**src/rtl/gf_pkg.sv**
```systemverilog
// Shared GF(2^M) definitions for the row-elimination PE.
//   GF_M / GF_POLY : default field degree and reduction polynomial
//   GF_W           : widest element the arithmetic helpers handle
//   pe_state_t     : PE pivot state (EMPTY, CAPT, FULL, DRAIN)
//   gf_reduce      : reduce a carry-less product modulo poly
//   gf_mul         : carry-less multiply followed by reduction
package gf_pkg;

  localparam int GF_M = 8;
  localparam logic [GF_M:0] GF_POLY = 9'h11B;
  localparam int GF_W = 16;

  typedef enum logic [1:0] {
    ST_EMPTY,
    ST_CAPT,
    ST_FULL,
    ST_DRAIN
  } pe_state_t;

  // Clears every product bit at or above degree m by folding in poly,
  // highest degree first so each fold only touches lower bits.
  function automatic logic [GF_W-1:0] gf_reduce(input logic [2*GF_W-2:0] prod,
                                                input int m,
                                                input logic [GF_W:0] poly);
    logic [2*GF_W-2:0] r;
    r = prod;
    for (int i = 2*GF_W-2; i >= 0; i--) begin
      if (i >= m && r[i]) r = r ^ ((2*GF_W-1)'(poly) << (i - m));
    end
    return r[GF_W-1:0];
  endfunction

  function automatic logic [GF_W-1:0] gf_mul(input logic [GF_W-1:0] a,
                                             input logic [GF_W-1:0] b,
                                             input int m,
                                             input logic [GF_W:0] poly);
    logic [2*GF_W-2:0] prod;
    prod = '0;
    for (int i = 0; i < GF_W; i++) begin
      if (b[i]) prod = prod ^ ((2*GF_W-1)'(a) << i);
    end
    return gf_reduce(prod, m, poly);
  endfunction

endpackage

```
**src/rtl/gf_inv.sv**
```systemverilog
// Combinational GF(2^M) inverse by Fermat: inv = a^(2^M-2).
//   a   : element to invert
//   inv : its inverse (0 maps to 0)
// Built as a chain of squarings a^2, a^4, ... a^(2^(M-1)) whose running
// product is a^(2+4+...+2^(M-1)) = a^(2^M-2).
module gf_inv
  import gf_pkg::*;
#(
  parameter int M = GF_M,
  parameter logic [M:0] POLY = (M+1)'(GF_POLY)
) (
  input  logic [M-1:0] a,
  output logic [M-1:0] inv
);

  function automatic logic [M-1:0] mulf(input logic [M-1:0] x, input logic [M-1:0] y);
    logic [GF_W-1:0] r;
    r = gf_mul(GF_W'(x), GF_W'(y), M, (GF_W+1)'(POLY));
    return r[M-1:0];
  endfunction

  logic [M-1:0] sq  [M];
  logic [M-1:0] acc [M];

  assign sq[0]  = a;
  assign acc[0] = M'(1);

  genvar gi;
  generate
    for (gi = 1; gi < M; gi++) begin : g_chain
      assign sq[gi]  = mulf(sq[gi-1], sq[gi-1]);
      assign acc[gi] = mulf(acc[gi-1], sq[gi]);
    end
  endgenerate

  assign inv = acc[M-1];

endmodule

```
**src/rtl/gf_row_elim_pe.sv**
```systemverilog
// Row-serial Gaussian-elimination PE over GF(2^M), one pivot column.
//   in_*      : incoming rows, lead element first, LEN elements per row
//   out_*     : reduced rows (lead dropped), LEN-1 elements per row
//   drain_req : request to emit and clear the held pivot row
//   piv_*     : pivot row stream (1 followed by LEN-1 stored elements)
//   drain_done: one-cycle pulse at the end of a drain
//   has_piv   : a pivot row is held
//   row_err   : sticky, a row's in_last did not line up with LEN
//   rst       : asynchronous, active low
module gf_row_elim_pe
  import gf_pkg::*;
#(
  parameter int M = GF_M,
  parameter logic [M:0] POLY = (M+1)'(GF_POLY),
  parameter int LEN = 16,
  parameter int PIPE = 1
) (
  input  logic         clk,
  input  logic         rst,
  input  logic         in_valid,
  output logic         in_ready,
  input  logic [M-1:0] in_data,
  input  logic         in_last,
  output logic         out_valid,
  input  logic         out_ready,
  output logic [M-1:0] out_data,
  output logic         out_last,
  input  logic         drain_req,
  output logic         piv_valid,
  input  logic         piv_ready,
  output logic [M-1:0] piv_data,
  output logic         piv_last,
  output logic         drain_done,
  output logic         has_piv,
  output logic         row_err
);

  localparam int IW = (LEN > 2) ? $clog2(LEN) : 1;
  localparam logic [IW-1:0] J_LAST = IW'(LEN-1);

  function automatic logic [M-1:0] mulf(input logic [M-1:0] x, input logic [M-1:0] y);
    logic [GF_W-1:0] r;
    r = gf_mul(GF_W'(x), GF_W'(y), M, (GF_W+1)'(POLY));
    return r[M-1:0];
  endfunction

  pe_state_t state_reg, state_next;
  logic          run_reg, drain_pend_reg, drain_done_reg, row_err_reg;
  logic [IW-1:0] col_reg, dcnt_reg;
  logic [M-1:0]  lead_reg, inv_reg, inv_comb;
  logic [M-1:0]  pbuf [LEN-1];

  // Pipeline after the multiplier: valid, emit (goes to out_*),
  // write (capture into pbuf), last, data, buffer index.
  logic [PIPE-1:0] pv_reg, pe_reg, pw_reg, pl_reg;
  logic [M-1:0]    pd_reg [PIPE];
  logic [IW-1:0]   pi_reg [PIPE];

  logic          stall, pipe_busy, acc, lead_beat, push, honour, piv_fire, drain_end;
  logic [IW-1:0] rd_addr;
  logic [M-1:0]  prd, mul_a, mul_b, prod, beat_data;

  gf_inv #(.M(M), .POLY(POLY)) u_inv (.a(in_data), .inv(inv_comb));

  assign out_valid = pv_reg[PIPE-1] && pe_reg[PIPE-1];
  assign out_data  = pd_reg[PIPE-1];
  assign out_last  = out_valid && pl_reg[PIPE-1];
  assign stall     = out_valid && !out_ready;
  assign pipe_busy = |pv_reg;
  assign lead_beat = (col_reg == '0);

  // A pending drain only blocks the start of a new row, so a row already
  // in flight can finish before the drain is taken.
  assign in_ready  = run_reg && !stall && !(drain_pend_reg && lead_beat) && (state_reg != ST_DRAIN);
  assign acc       = in_valid && in_ready;
  assign push      = acc && !lead_beat;
  assign honour    = drain_pend_reg && lead_beat && !pipe_busy && (state_reg != ST_DRAIN);

  assign piv_valid = (state_reg == ST_DRAIN);
  assign piv_fire  = piv_valid && piv_ready;
  assign drain_end = piv_fire && (dcnt_reg == J_LAST);
  assign piv_last  = piv_valid && (dcnt_reg == J_LAST);
  assign piv_data  = !piv_valid ? '0 : (dcnt_reg == '0) ? M'(1) : prd;

  assign has_piv    = (state_reg == ST_FULL) || (state_reg == ST_DRAIN);
  assign drain_done = drain_done_reg;
  assign row_err    = row_err_reg;

  // Single read port: the drain counter owns it during DRAIN, the column
  // counter otherwise (no input is accepted while draining).
  always_comb begin
    rd_addr = '0;
    if (state_reg == ST_DRAIN) begin
      if (dcnt_reg != '0) rd_addr = dcnt_reg - 1'b1;
    end else if (!lead_beat) begin
      rd_addr = col_reg - 1'b1;
    end
    // Captured elements land in pbuf only at the pipeline exit; forward
    // any still in flight so a short row right after capture sees them.
    prd = pbuf[rd_addr];
    for (int k = 0; k < PIPE; k++) begin
      if (pv_reg[k] && pw_reg[k] && pi_reg[k] == rd_addr) prd = pd_reg[k];
    end
  end

  always_comb begin
    mul_a = (state_reg == ST_CAPT) ? in_data : lead_reg;
    mul_b = (state_reg == ST_CAPT) ? inv_reg : prd;
    prod  = mulf(mul_a, mul_b);
    case (state_reg)
      ST_CAPT: beat_data = prod;
      ST_FULL: beat_data = in_data ^ prod;
      default: beat_data = in_data;
    endcase
  end

  always_comb begin
    state_next = state_reg;
    case (state_reg)
      // A lone lead carrying in_last is a malformed row; it must not open a capture.
      ST_EMPTY: if (acc && lead_beat && in_data != '0 && !in_last) state_next = ST_CAPT;
      ST_CAPT:  if (acc && in_last) state_next = ST_FULL;
      ST_FULL:  if (honour) state_next = ST_DRAIN;
      ST_DRAIN: if (drain_end) state_next = ST_EMPTY;
      default:  state_next = ST_EMPTY;
    endcase
  end

  always_ff @(posedge clk or negedge rst) begin
    if (!rst) state_reg <= ST_EMPTY;
    else      state_reg <= state_next;
  end

  always_ff @(posedge clk or negedge rst) begin
    if (!rst) begin
      run_reg        <= 1'b0;
      drain_pend_reg <= 1'b0;
      drain_done_reg <= 1'b0;
      row_err_reg    <= 1'b0;
      col_reg        <= '0;
      dcnt_reg       <= '0;
      lead_reg       <= '0;
      inv_reg        <= '0;
    end else begin
      run_reg        <= 1'b1;
      drain_done_reg <= (honour && state_reg != ST_FULL) || drain_end;
      if (honour) drain_pend_reg <= 1'b0;
      else if (drain_req && state_reg != ST_DRAIN) drain_pend_reg <= 1'b1;
      if (acc) begin
        col_reg <= (in_last || col_reg == J_LAST) ? '0 : col_reg + 1'b1;
        if (in_last != (col_reg == J_LAST)) row_err_reg <= 1'b1;
        if (lead_beat) begin
          lead_reg <= in_data;
          inv_reg  <= inv_comb;
        end
      end
      if (piv_fire) dcnt_reg <= (dcnt_reg == J_LAST) ? '0 : dcnt_reg + 1'b1;
    end
  end

  always_ff @(posedge clk or negedge rst) begin
    if (!rst) begin
      pv_reg <= '0;
      pe_reg <= '0;
      pw_reg <= '0;
      pl_reg <= '0;
      for (int k = 0; k < PIPE; k++) begin
        pd_reg[k] <= '0;
        pi_reg[k] <= '0;
      end
    end else if (!stall) begin
      pv_reg[0] <= push;
      pe_reg[0] <= (state_reg != ST_CAPT);
      pw_reg[0] <= (state_reg == ST_CAPT);
      pl_reg[0] <= (col_reg == J_LAST);
      pd_reg[0] <= beat_data;
      pi_reg[0] <= rd_addr;
      for (int k = 1; k < PIPE; k++) begin
        pv_reg[k] <= pv_reg[k-1];
        pe_reg[k] <= pe_reg[k-1];
        pw_reg[k] <= pw_reg[k-1];
        pl_reg[k] <= pl_reg[k-1];
        pd_reg[k] <= pd_reg[k-1];
        pi_reg[k] <= pi_reg[k-1];
      end
    end
  end

  // Pivot buffer write port at the pipeline exit; contents need no reset.
  always_ff @(posedge clk) begin
    if (pv_reg[PIPE-1] && pw_reg[PIPE-1] && !stall) pbuf[pi_reg[PIPE-1]] <= pd_reg[PIPE-1];
  end

endmodule

```
**config.mk**
```make
export PLATFORM = sky130hd
export DESIGN_NAME = gf_row_elim_pe
export DESIGN_NICKNAME = d
export VERILOG_FILES = /design/src/rtl/gf_pkg.sv /design/src/rtl/gf_inv.sv /design/src/rtl/gf_row_elim_pe.sv
export SDC_FILE = /design/constraint.sdc
export NUM_CORES = 1
export LEC_CHECK = 0
export ABC_AREA = 1
export BUFFER_PORTS_ARGS = -buffer_cell sky130_fd_sc_hd__buf_2
export CAP_MARGIN = 20
export CORE_MARGIN = 1
export CORE_UTILIZATION = 45
export CTS_CLUSTER_SIZE = 25
export DETAILED_ROUTE_END_ITERATION = 10
export REMOVE_ABC_BUFFERS = 1
export SLEW_MARGIN = 20
export SYNTH_ARGS = -nofsm -noshare
export SYNTH_HDL_FRONTEND = slang
export SYNTH_HIERARCHICAL = 1
export SYNTH_SLANG_ARGS = --single-unit
```
**constraint.sdc**
```tcl
create_clock -name clk -period 2.83 [get_ports clk]
set_input_delay 0.1415 -clock clk [delete_from_list [all_inputs] [get_ports clk]]
set_output_delay 0.1415 -clock clk [all_outputs]
set_load 0.01 [all_outputs]
```
## Word-level counts from Yosys, hierarchy flattened

Memory sizes are Yosys's and may differ from the RTL's.
Cells that the tools add are included.

| cells by class | value |
|---|---|
| multipliers | 0 |
| reductions and logical operators | 41 |
| shifts and indexed selects | 0 |
| multiplexer cells | 485 |
| $lt $le $gt $ge | 0 |
| bitwise operators | 451 |
| add/subtract/negate cells | 4 |
| div/mod/pow operators | 0 |
| equality and inequality tests | 14 |

Operator list:

| kind | number |
|---|---|
| 2-to-1 mux 31 bit | 98 |
| NOT 4 bit | 344 |
| bitwise XOR 31 x 10 -> 31 bit | 14 |
| bitwise XOR 31 x 11 -> 31 bit | 14 |
| bitwise XOR 31 x 12 -> 31 bit | 14 |
| bitwise XOR 31 x 13 -> 31 bit | 14 |
| bitwise XOR 31 x 14 -> 31 bit | 14 |
| bitwise XOR 31 x 15 -> 31 bit | 14 |
| 2-to-1 mux 27 bit | 15 |
| 2-to-1 mux 26 bit | 15 |
| 2-to-1 mux 25 bit | 15 |
| 2-to-1 mux 24 bit | 15 |
| 2-to-1 mux 23 bit | 15 |
| 2-to-1 mux 22 bit | 15 |
| 2-to-1 mux 21 bit | 15 |
| 2-to-1 mux 20 bit | 15 |
| 2-to-1 mux 19 bit | 15 |
| 2-to-1 mux 8 bit | 35 |
| 2-to-1 mux 18 bit | 15 |
| 2-to-1 mux 17 bit | 15 |
| 2-to-1 mux 16 bit | 15 |
| 2-to-1 mux 15 bit | 15 |
| 2-to-1 mux 14 bit | 15 |
| 2-to-1 mux 13 bit | 15 |
| other kinds (37) | 209 |

| word-level totals | value |
|---|---|
| memories kept | 1 |
| logic and storage cells | 1011 |
| RAM bits | 120 |
| latch bits | 0 |
| output and inout bits | 24 |
| bits of input ports | 15 |
| flip-flop bits (word level) | 46 |
| bits in read-only memories | 0 |

Memories:

| memory | depth | bits a word | read ports | clocked after Yosys merged registers in | wr ports | line | source |
|---|---|---|---|---|---|---|---|
| pbuf | 15 | 8 | 1 | 0 | 1 | gf_row_elim_pe.sv:51 | `logic [M-1:0] pbuf [LEN-1];` |

## Longest topological paths before layout

Gate-level depths: netlist (run 1).

| logic depth | value |
|---|---|
| depth after elaboration | 488 |
| gate-level depth with buffers | 95 |
| gate-level depth less buffers | 93 |

## Hierarchy

Netlist (run 1), hierarchy kept.

Modules (own cells, without submodules):

| module | area each (um^2) | cells an instance | sequential area each (um^2) | times used |
|---|---|---|---|---|
| gf_inv | 11278.3 | 2368 | 0.0 | 1 |
| gf_row_elim_pe | 9390.3 | 1123 | 4754.6 | 1 |

## Least setup slack after synthesis (run 1)

No wires, ideal clock.

| timing path | value |
|---|---|
| kind | input-to-reg |
| start point | input in_data[7] |
| end point | register inv_reg[4] |
| buffers on the path | 3 |
| data required time | 2.705 ns |
| arrival time | 7.338 ns |
| path slack | -4.633 ns |
| library setup time | 0.125 ns |
| cell stages on the path | 84 |
| cell sequence | buf_6 nand2_2 nand2_8 nand2_1 nand2_2 nand2_1 nand2_4 ha_1 inv_1 nand3_1 inv_1 nand2_1 nand2_1 nand3_1 nand2_1 nand2_1 nand3_1 nand2_1 [48 not listed] nand3_1 nand3_1 nand2_2 nor2_1 inv_1 nand2_1 nand3_1 nand2_2 nand2_1 nand3_2 nand3_1 nand2_2 nand2_1 nand2_1 nand2_1 nand2_1 inv_1 mux2_2 |

| between the ends | value |
|---|---|
| word-level cells in the longest chain between the ends | 329 |
| elaborated cells between the ends (all ways) | 831 |
| those cells by class | 434 x mux; 397 x bitwise |

RTL lines:

| item | line | source |
|---|---|---|
| start, declared | gf_row_elim_pe.sv:22 | `input logic [M-1:0] in_data,` |
| bitwise XOR 31 x 9 -> 31 bit or 2-to-1 mux 8 bit (tied branches) | gf_pkg.sv:40 | `if (b[i]) prod = prod ^ ((2*GF_W-1)'(a) << i);` |
| 2-to-1 mux 31 bit or bitwise XOR 31 x 9 -> 31 bit (tied branches) | gf_pkg.sv:40 |  |
| bitwise XOR 31 x 10 -> 31 bit or 2-to-1 mux 31 bit (tied branches) | gf_pkg.sv:40 |  |
| 2-to-1 mux 31 bit or bitwise XOR 31 x 10 -> 31 bit (tied branches) | gf_pkg.sv:40 |  |
| bitwise XOR 31 x 11 -> 31 bit or 2-to-1 mux 31 bit (tied branches) | gf_pkg.sv:40 |  |
| 2-to-1 mux 31 bit or bitwise XOR 31 x 11 -> 31 bit (tied branches) | gf_pkg.sv:40 |  |
| bitwise XOR 31 x 12 -> 31 bit or 2-to-1 mux 31 bit (tied branches) | gf_pkg.sv:40 |  |
| 2-to-1 mux 31 bit or bitwise XOR 31 x 12 -> 31 bit (tied branches) | gf_pkg.sv:40 |  |
| [314 not listed] | - |  |
| NOT 4 bit (no line) | - |  |
| 2-to-1 mux 8 bit | gf_pkg.sv:28 | `if (i >= m && r[i]) r = r ^ ((2*GF_W-1)'(poly) << (i - m));` |
| 2-to-1 mux 7 bit | gf_pkg.sv:28 |  |
| NOT 4 bit (no line) | - |  |
| 2-to-1 mux 6 bit | gf_pkg.sv:28 |  |
| NOT 4 bit (no line) | - |  |
| 2-to-1 mux 5 bit * | gf_pkg.sv:28 |  |
| via inv_comb[4] | gf_row_elim_pe.sv:50 | `logic [M-1:0] lead_reg, inv_reg, inv_comb;` |
| end signal, assigned | gf_row_elim_pe.sv:154 | `inv_reg <= inv_comb;` |
| end, declared | gf_row_elim_pe.sv:50 |  |

The timed path passes the listed nets; every way through them passes the cells marked *.
A chain may end at the register's enable or synchronous reset.

## Final worst setup path (run 1)

| timing path | value |
|---|---|
| start point | input in_data[7] |
| end point | register inv_reg[5] |

| between the ends | value |
|---|---|
| word-level cells in the longest chain between the ends | 327 |
| elaborated cells between the ends (all ways) | 829 |
| those cells by class | 433 x mux; 396 x bitwise |

RTL lines:

| item | line |
|---|---|
| bitwise XOR 31 x 9 -> 31 bit or 2-to-1 mux 8 bit (tied branches) | gf_pkg.sv:40 |
| 2-to-1 mux 31 bit or bitwise XOR 31 x 9 -> 31 bit (tied branches) | gf_pkg.sv:40 |
| bitwise XOR 31 x 10 -> 31 bit or 2-to-1 mux 31 bit (tied branches) | gf_pkg.sv:40 |
| 2-to-1 mux 31 bit or bitwise XOR 31 x 10 -> 31 bit (tied branches) | gf_pkg.sv:40 |
| bitwise XOR 31 x 11 -> 31 bit or 2-to-1 mux 31 bit (tied branches) | gf_pkg.sv:40 |
| 2-to-1 mux 31 bit or bitwise XOR 31 x 11 -> 31 bit (tied branches) | gf_pkg.sv:40 |
| bitwise XOR 31 x 12 -> 31 bit or 2-to-1 mux 31 bit (tied branches) | gf_pkg.sv:40 |
| 2-to-1 mux 31 bit or bitwise XOR 31 x 12 -> 31 bit (tied branches) | gf_pkg.sv:40 |
| [312 not listed] | - |
| NOT 4 bit (no line) | - |
| 2-to-1 mux 9 bit | gf_pkg.sv:28 |
| 2-to-1 mux 8 bit | gf_pkg.sv:28 |
| NOT 4 bit (no line) | - |
| 2-to-1 mux 7 bit | gf_pkg.sv:28 |
| NOT 4 bit (no line) | - |
| 2-to-1 mux 6 bit * | gf_pkg.sv:28 |
| via inv_comb[5] | gf_row_elim_pe.sv:50 |

Marked as above.

==> results.md, run 1 <==
- The run finished, with violations left.
- The checks that failed: setup timing.
- The final-report hold violation count is 0.
- nand2_1 is the most common cell in the netlist.
- The later pin in the worst-skew pair is clocked with a latency of 0.43 ns.
- Counting both buffers and inverters, the worst setup path holds a total of 17.
- Entering global routing, the biggest net connects 47 pins.
- The least setup slack across all paths after layout is -5.17 ns.
- The area growth from synthesis to layout is 57.7%.
- The met3 demand-to-capacity share in global routing is 1.89%.
- The effective utilization at floorplan is 45.5%.
- Routability-driven placement finished with a final weighted congestion of 0.943.
- The flop and latch count out of synthesis is 166.
- Detailed placement ended at an HPWL of 55500 µm.
- The root buffer cell is clkbuf_16.
- After detailed routing, the average wire length per cell comes to 17.3 µm.
- The final setup violation count is 23.
- The top cell type by total area after synthesis is nand2_1.
- The number of antenna violations at the first check in global routing is 0.
- The top-area cell type share of the netlist area is 24.1%.
- Global routing finished with a remaining overflow of 0.
- The count of buffers from port buffering is 38.
- After synthesis, the netlist uses 49 different library cells.
- The highest net fanout along the worst path is 7.
- The count of boundary I/O pins is 39.
- In this run the standard cell core region covers 45400 µm².
- Buffers inserted during clock tree synthesis total 17.
- After synthesis, the cell types taking the most area are nand2_1 (24%), edfxtp_1 (17%), nand3_1 (16%).
- In the global route stage, met2 resource usage came out at 57.8%.
- The count of unresolved DRC violations after routing is 0.
- The total placed cells including tap cells is 4559.
- Ranked by instance count, the synthesized netlist is headed by nand2_1 (1328), nand3_1 (658), inv_1 (395).
- The worst setup path is of the in -> reg kind.
- The endpoint class of the critical path is a flip-flop.
- Yosys printed 6 warnings.
- The smallest clock period supported by the final layout is computed as 8.00 ns.
- At the pin with the least slew margin, the transition time is 0.608 ns.
- The net total in the final layout is 4149.
- The via count of the first global-routing pass was 24150.
- Setup repair after global routing could not meet its margin everywhere.
- The startpoint type of the worst setup path is an input pin.
- The first-pass GRT wire length is 123000 µm.
- The die is 216 µm wide.
- The register with the most flip-flops in the layout has 120 of them.
- The global routing stage identified its most utilized layer as met2.
- The number of diodes is 0.
- The clock transition at the registers of the reported paths is 0.07 ns.
- TritonCTS built the clock tree.
- The largest single stage delay on the critical path is 0.26 ns.
- After filler insertion, the fill cell instance count of the layout stands at 3614.
- After layout, the worst path uses 283% of the clock period.
- CTS saw 166 sinks.
- Grouping stages by cell kind, the critical path spends the most delay in simple AND/OR/NAND/NOR gates.
- The average vias per placed instance is 5.48.
- The maximum clock frequency is 125 MHz.
- Max-cap violations in this run came to 0.
- The signal arrival time at the worst endpoint is 8.31 ns.
- For this run, asynchronously set or reset flops after synthesis account for 27.7%.
- The hold slack is 0.0587 ns.
- The total length of routed wires is 82000 µm.
- The detailed router finished its first iteration with 2236 violations.
- Of the cells placed in the final design, the portion with a size suffix greater than 1 is 46.5%.
- The mean cell area of the mapped netlist is 5.92 µm².
- The worst min-delay path category is in -> reg.
- The maximum clock path buffer count is 2.
- Measured along the y axis, the die boundary spans 216 µm.
- The floorplan die area is 46800 µm².
- The count of antenna-violating nets left after detailed routing is 0.
- The worst clock skew is 0.0178 ns.
- The number of levels in the clock H-tree is 4.
- The number of synthesized flops with an enable pin is 120.
- Before antenna repair, the detailed router went through 6 iterations.
- Among all stages on the critical path, the largest delay is contributed by ha_4.
- The number of rows created at floorplan is 78.
- The cell area after technology mapping is 20700 µm².
- The number of max-slew violations in the final report came to 0.
- The post-synthesis cell count is 3491.
- Global routing used 32.1% of the available tracks.
- The number of standard cells in the final layout excluding fillers is 4736.
- In this design, the critical path's most frequently occurring cell is nand2_4.
- The met1 capacity usage during global routing is 39.9%.
- The share of synthesized area occupied by flip-flops and latches is 23.0%.
- Among all flip-flop cells after synthesis, the most frequent one is edfxtp_1.
- The relative slew slack is 59.4%.
- The total number of vias is 25951.
- STA puts the critical path data required time at 3.14 ns.
==> placed cells by master, fill, tap and decap left out, drive strengths merged <==
cell type and count:
a21oi 27, a31o 1, buf 668, clkbuf 18, clkinv 16, clkinvlp 3
conb 1, dfrtp 46, dlygate4sd3 1, edfxtp 120, ha 11, inv 469
mux2 8, nand2 1502, nand2b 2, nand3 704, nand3b 37, nand4 35
nor2 237, nor3 4, nor4 1, o211ai 8, o21ai 66, o21bai 1
o22ai 4, o31ai 1, or2 16, xnor2 42, xor2 87
==> cell families (layout without fill, tap and decap cells) <==
logic type      Yosys count  in the layout  share of synthesized area, %
compound gates          108            108                          2.86
xor+xnor                129            129                          6.17
fa+ha+maj                11             11                         0.666
buf+inv                 540           1175                          10.9
flops                   166            166                          23.0
mux                       8              8                         0.436
other cells               1              1                        0.0181
simple gates           2528           2538                          56.0
==> cell type report <==
class	count	area, µm²	area share [%]
clock buffers	17	425	1.30
clock inverters	15	155	0.476
inverters	473	1890	5.79
multi-input cells	2795	19000	58.4
flip-flops and latches	166	4750	14.6
well taps	600	751	2.30
repair buffers	670	5600	17.2
==> worst paths after layout <==
path	from	cells past startpoint	slack [ns]	end
hold reg to reg	lead_reg[6]$_DFFE_PN0P_	2	0.49	lead_reg[6]$_DFFE_PN0P_
setup / recovery	in_data[7]	89	-5.17	inv_reg[5]$_DFFE_PN0P_
hold / removal	drain_req	3	0.06	drain_pend_reg$_DFFE_PN0P_
max in group asynchronous	rst	2	2.08	pi_reg[2]$_DFFE_PN0N_
setup reg to reg	col_reg[0]$_DFFE_PN0P_	31	-0.88	out_data[4]$_DFFE_PN0N_
min in group asynchronous	rst	2	0.32	lead_reg[5]$_DFFE_PN0P_
==> metrics by stage <==
stage / setup slack, ns / utilization, % / TNS [ns] / instance area (µm²)
final: -5.17 / 71.8 / -48.03 / 32600
after global placement: -5.74 / 55.2 / -52.40 / 25100
after CTS: -4.73 / 64.6 / -42.87 / 29300
after detailed placement: -5.88 / 55.2 / -54.06 / 25100
after global routing: -5.76 / 71.8 / -54.72 / 32600
after floorplan: -4.75 / - / -53.59 / 20200
==> repair_timing <==
| item | CTS | global route |
|---|---|---|
| cloned | 14 | 2 |
| resized for setup | 732 | 679 |
| buffers inserted | 69 | 62 |
| endpoints found under the hold margin | 46 | 0 |
| pin swaps | 274 | 398 |
| endpoints found under the setup margin | 24 | 24 |
| hold buffers | 1 | 0 |
==> worst reg2reg max path, delay by kind of cell (launching register included) <==
kind                       cells  cell delay [ns]
and+or+nand+nor               22             2.15
buffers and inverters          7             0.76
DFF                            1             0.37
adders and majority gates      1             0.18
xor gates and xnor gates       1             0.15
==> per-layer routing <==
layer,routed length (µm),vias to the layer above
met5,0,-
met2,41700,1007
met1,32500,12292
li1,-,12395
met3,4280,257
met4,3500,0
Power of run 1 is left out: the tool's default activity adds up to more than one toggle a clock period on the data nets, which glitch-free logic cannot reach.
==> run 2: changes to the inputs <==
--- a/config.mk
+++ b/config.mk
@@ -13,6 +13,7 @@
 export CTS_CLUSTER_SIZE = 25
 export DETAILED_ROUTE_END_ITERATION = 10
 export REMOVE_ABC_BUFFERS = 1
+export SKIP_LAST_GASP = 1
 export SLEW_MARGIN = 20
 export SYNTH_ARGS = -nofsm -noshare
 export SYNTH_HDL_FRONTEND = slang
==> run 2 against run 1 <==
Effect of this change:
- the flow still finishes with violations (setup timing)
- via count fell by 0.30%
- sequential share of layout area rose by 0.23 points
- fmax rose by 0.93%
- design area fell by 1.5%
- die area did not move
- clock-buffer cell count did not move
- first-iteration DRC count fell by 4.2%
- wire length fell by 0.91%
- critical path type unchanged
- critical endpoint is now inv_reg[1]$_DFFE_PN0P_
==> results.md, run 2 (same netlist as run 1, synthesis figures left out) <==
- The final setup violation count is 21 (was 23).
- The maximum clock path buffer count is 2 (unchanged).
- The via count of the first global-routing pass came to 24150 (unchanged).
- The number of DRC violations after detailed-routing iteration 0 is 2141 (was 2236).
- The delay of the slowest cell on the worst path was 0.27 ns (was 0.26 ns).
- The post-route setup TNS came to -47.70 ns (was -48.03 ns).
- The count of unresolved DRC violations after routing is 0 (unchanged).
- The least setup slack across all paths after layout is -5.10 ns (was -5.17 ns).
- The total length of routed wires is 81200 µm (was 82000 µm).
- The number of flip-flops in the largest register is 120 (unchanged).
- The global route total overflow is 0 (unchanged).
- The actual transition at the worst max-transition pin came to 0.603 ns (was 0.608 ns).
- The worst min-delay path category is in -> reg (unchanged).
- The signal arrival time at the worst endpoint is 8.23 ns (was 8.31 ns).
- The final-report hold violation count is 0 (unchanged).
- The count of boundary I/O pins was 39 (unchanged).
- The post-detailed-route wirelength per cell was 17.2 µm (was 17.3 µm).
- The net total in the final layout is 4137 (was 4149).
- The number of fill cells is 3699 (was 3614).
- The root buffer cell is clkbuf_16 (unchanged).
- The total clock buffers created by CTS was 17 (unchanged).
- The synthesis-to-finish area growth is 55.3% (was 57.7%).
- The endpoint class of the critical path is a flip-flop (unchanged).
- The cell with the most instances on the worst path is nand2_4 (unchanged).
- The standard cell with the maximum stage delay on the critical path is mux2_4 (was ha_4).
- The most common cell after layout, fill and taps aside is nand2_1 (unchanged).
- The worst clock skew came to 0.0164 ns (was 0.0178 ns).
- The highest net fanout along the worst path is 8 (was 7).
- The layout cell share with drive strength beyond 1 came to 45.5% (was 46.5%).
- The minimum setup slack after placement is -5.88 ns (unchanged).
- Outcome: finished, violations left (unchanged).
- The final critical-path required period is 7.93 ns (was 8.00 ns).
- The critical path class is in -> reg (unchanged).
- The relative slew slack is 59.8% (was 59.4%).
- The area of placed instances is 25100 µm² (unchanged).
- The total track usage is 32.1% (unchanged).
- The floorplan die area is 46800 µm² (unchanged).
- The CTS sink count came to 166 (unchanged).
- Commonest non-fill, non-tap cells in the layout: nand2_1 (933), buf_4 (534), nand3_1 (391), nand2_2 (355), inv_1 (350) (was nand2_1 (905), buf_4 (531), nand3_1 (386), nand2_2 (363), inv_1 (350)).
- The hold slack is 0.0517 ns (was 0.0587 ns).
- The clock transition at the registers of the reported paths came to 0.07 ns (about the same).
- The number of levels in the clock H-tree is 4 (unchanged).
- The data required time of the worst path is 3.13 ns (was 3.14 ns).
- Unrepaired setup endpoints after global routing: true (unchanged).
- The startpoint type of the worst setup path is an input pin (unchanged).
- The number of max-cap violations is 0 (unchanged).
- The beginning of the worst hold path is drain_req (unchanged).
- The maximum number of pins on one net before global-route repair is 47 (unchanged).
- The maximum clock frequency is 126 MHz (was 125 MHz).
- The y dimension of the die is 216 µm (unchanged).
- The launch point of the worst path is in_data[7] (unchanged).
- The first-pass GRT wire length came to 123000 µm (unchanged).
- The number of max-slew violations in the final report is 0 (unchanged).
- The detailed placement HPWL came to 55500 µm (unchanged).
- The total number of vias came to 25874 (was 25951).
- The number of diodes is 0 (unchanged).
- The overall die width is 216 µm (unchanged).
- The final critical-path share of the clock period is 280% (was 283%).
- The post-route cell area was 32100 µm² (was 32600 µm²).
- The first-pass iteration count of the detailed router is 6 (unchanged).
- The number of rows created at floorplan is 78 (unchanged).
- The area of the core is 45400 µm² (unchanged).
- The number of antenna violations at the first check in global routing was 0 (unchanged).
- The count of buffers from port buffering is 38 (unchanged).
- The effective utilization at floorplan came to 45.5% (unchanged).
- The average vias per placed instance is 5.48 (about the same).
- The clock latency at the later pin of the worst-skew pair was 0.43 ns (about the same).
- The CTS tree is done (unchanged).
- The startpoint of the lowest-slack register-to-register path was dcnt_reg[1]$_DFFE_PN0P_ (was col_reg[0]$_DFFE_PN0P_).
- The routability-driven placement congestion ratio is 0.943 (unchanged).
- The count of antenna-violating nets left after detailed routing is 0 (unchanged).
- Violated checks: setup timing (unchanged).
==> run 2: cell count changes in the layout (fill, tap and decap cells not counted), moves of 4 or more <==
cell     previous run  this run
nand2_2           363       355
nor2_2             58        52
nand3_1           386       391
nor2_1            130       134
nand3_4           106        94
nand2_4           207       187
inv_2              85        90
nand3_2           212       219
nand2_1           905       933
buf_12             22        16
buf_6              80        70
inv_4              20        14
==> run 2: repair_timing <==
action / CTS / global route
pin swaps: 273 / 375
cloned: 14 / 2
hold buffers: 1 / 0
buffers inserted: 69 / 50
endpoints found under the hold margin: 46 / 0
gates resized for setup: 731 / 596
endpoints found under the setup margin: 24 / 24
==> run 2: cell type report <==
cell class	count	area [µm²]	share of cell area, %
clock buffer	17	425	1.33
inverter	473	1880	5.84
multi-input combinational	2795	18700	58.3
tap	600	751	2.34
clock inverter	15	155	0.483
timing repair buffer	658	5410	16.9
sequential	166	4750	14.8
==> run 2: routing by layer <==
metal	vias up	part of all wire [%]	global-route usage, %
met5	-	0	0
met4	0	4.5	12.5
met3	271	4.7	1.89
met2	967	50	57.8
met1	12258	40	39.9
li1	12378	-	-
==> run 2: final timing paths <==
check	to	slack, ns	depth (start not counted)
worst max-delay path	inv_reg[1]$_DFFE_PN0P_	-5.10	84
worst min-delay path	drain_pend_reg$_DFFE_PN0P_	0.05	3
worst max register to register	out_data[5]$_DFFE_PN0N_	-0.90	31
worst min register to register	lead_reg[6]$_DFFE_PN0P_	0.49	2
max in group asynchronous	pw_reg$_DFFE_PN0N_	2.10	2
min in group asynchronous	lead_reg[5]$_DFFE_PN0P_	0.31	2
==> run 2: critical path: cells and delay by family <==
kind          cells  cell delay, ns
simple gates     65            5.57
buf+inv          16            1.80
mux               1            0.27
fa+ha+maj         1            0.26
xor+xnor          1            0.15
==> run 2: stage by stage <==
| step | util (%) | std cells |
|---|---|---|
| floorplan | - | 3424 |
| global placement | 55.2 | 4559 |
| detailed placement | 55.2 | 4559 |
| CTS | 64.6 | 4675 |
| global route | 70.7 | 4724 |
| finish | 70.7 | 4724 |
Power of run 2 is left out for the same reason.
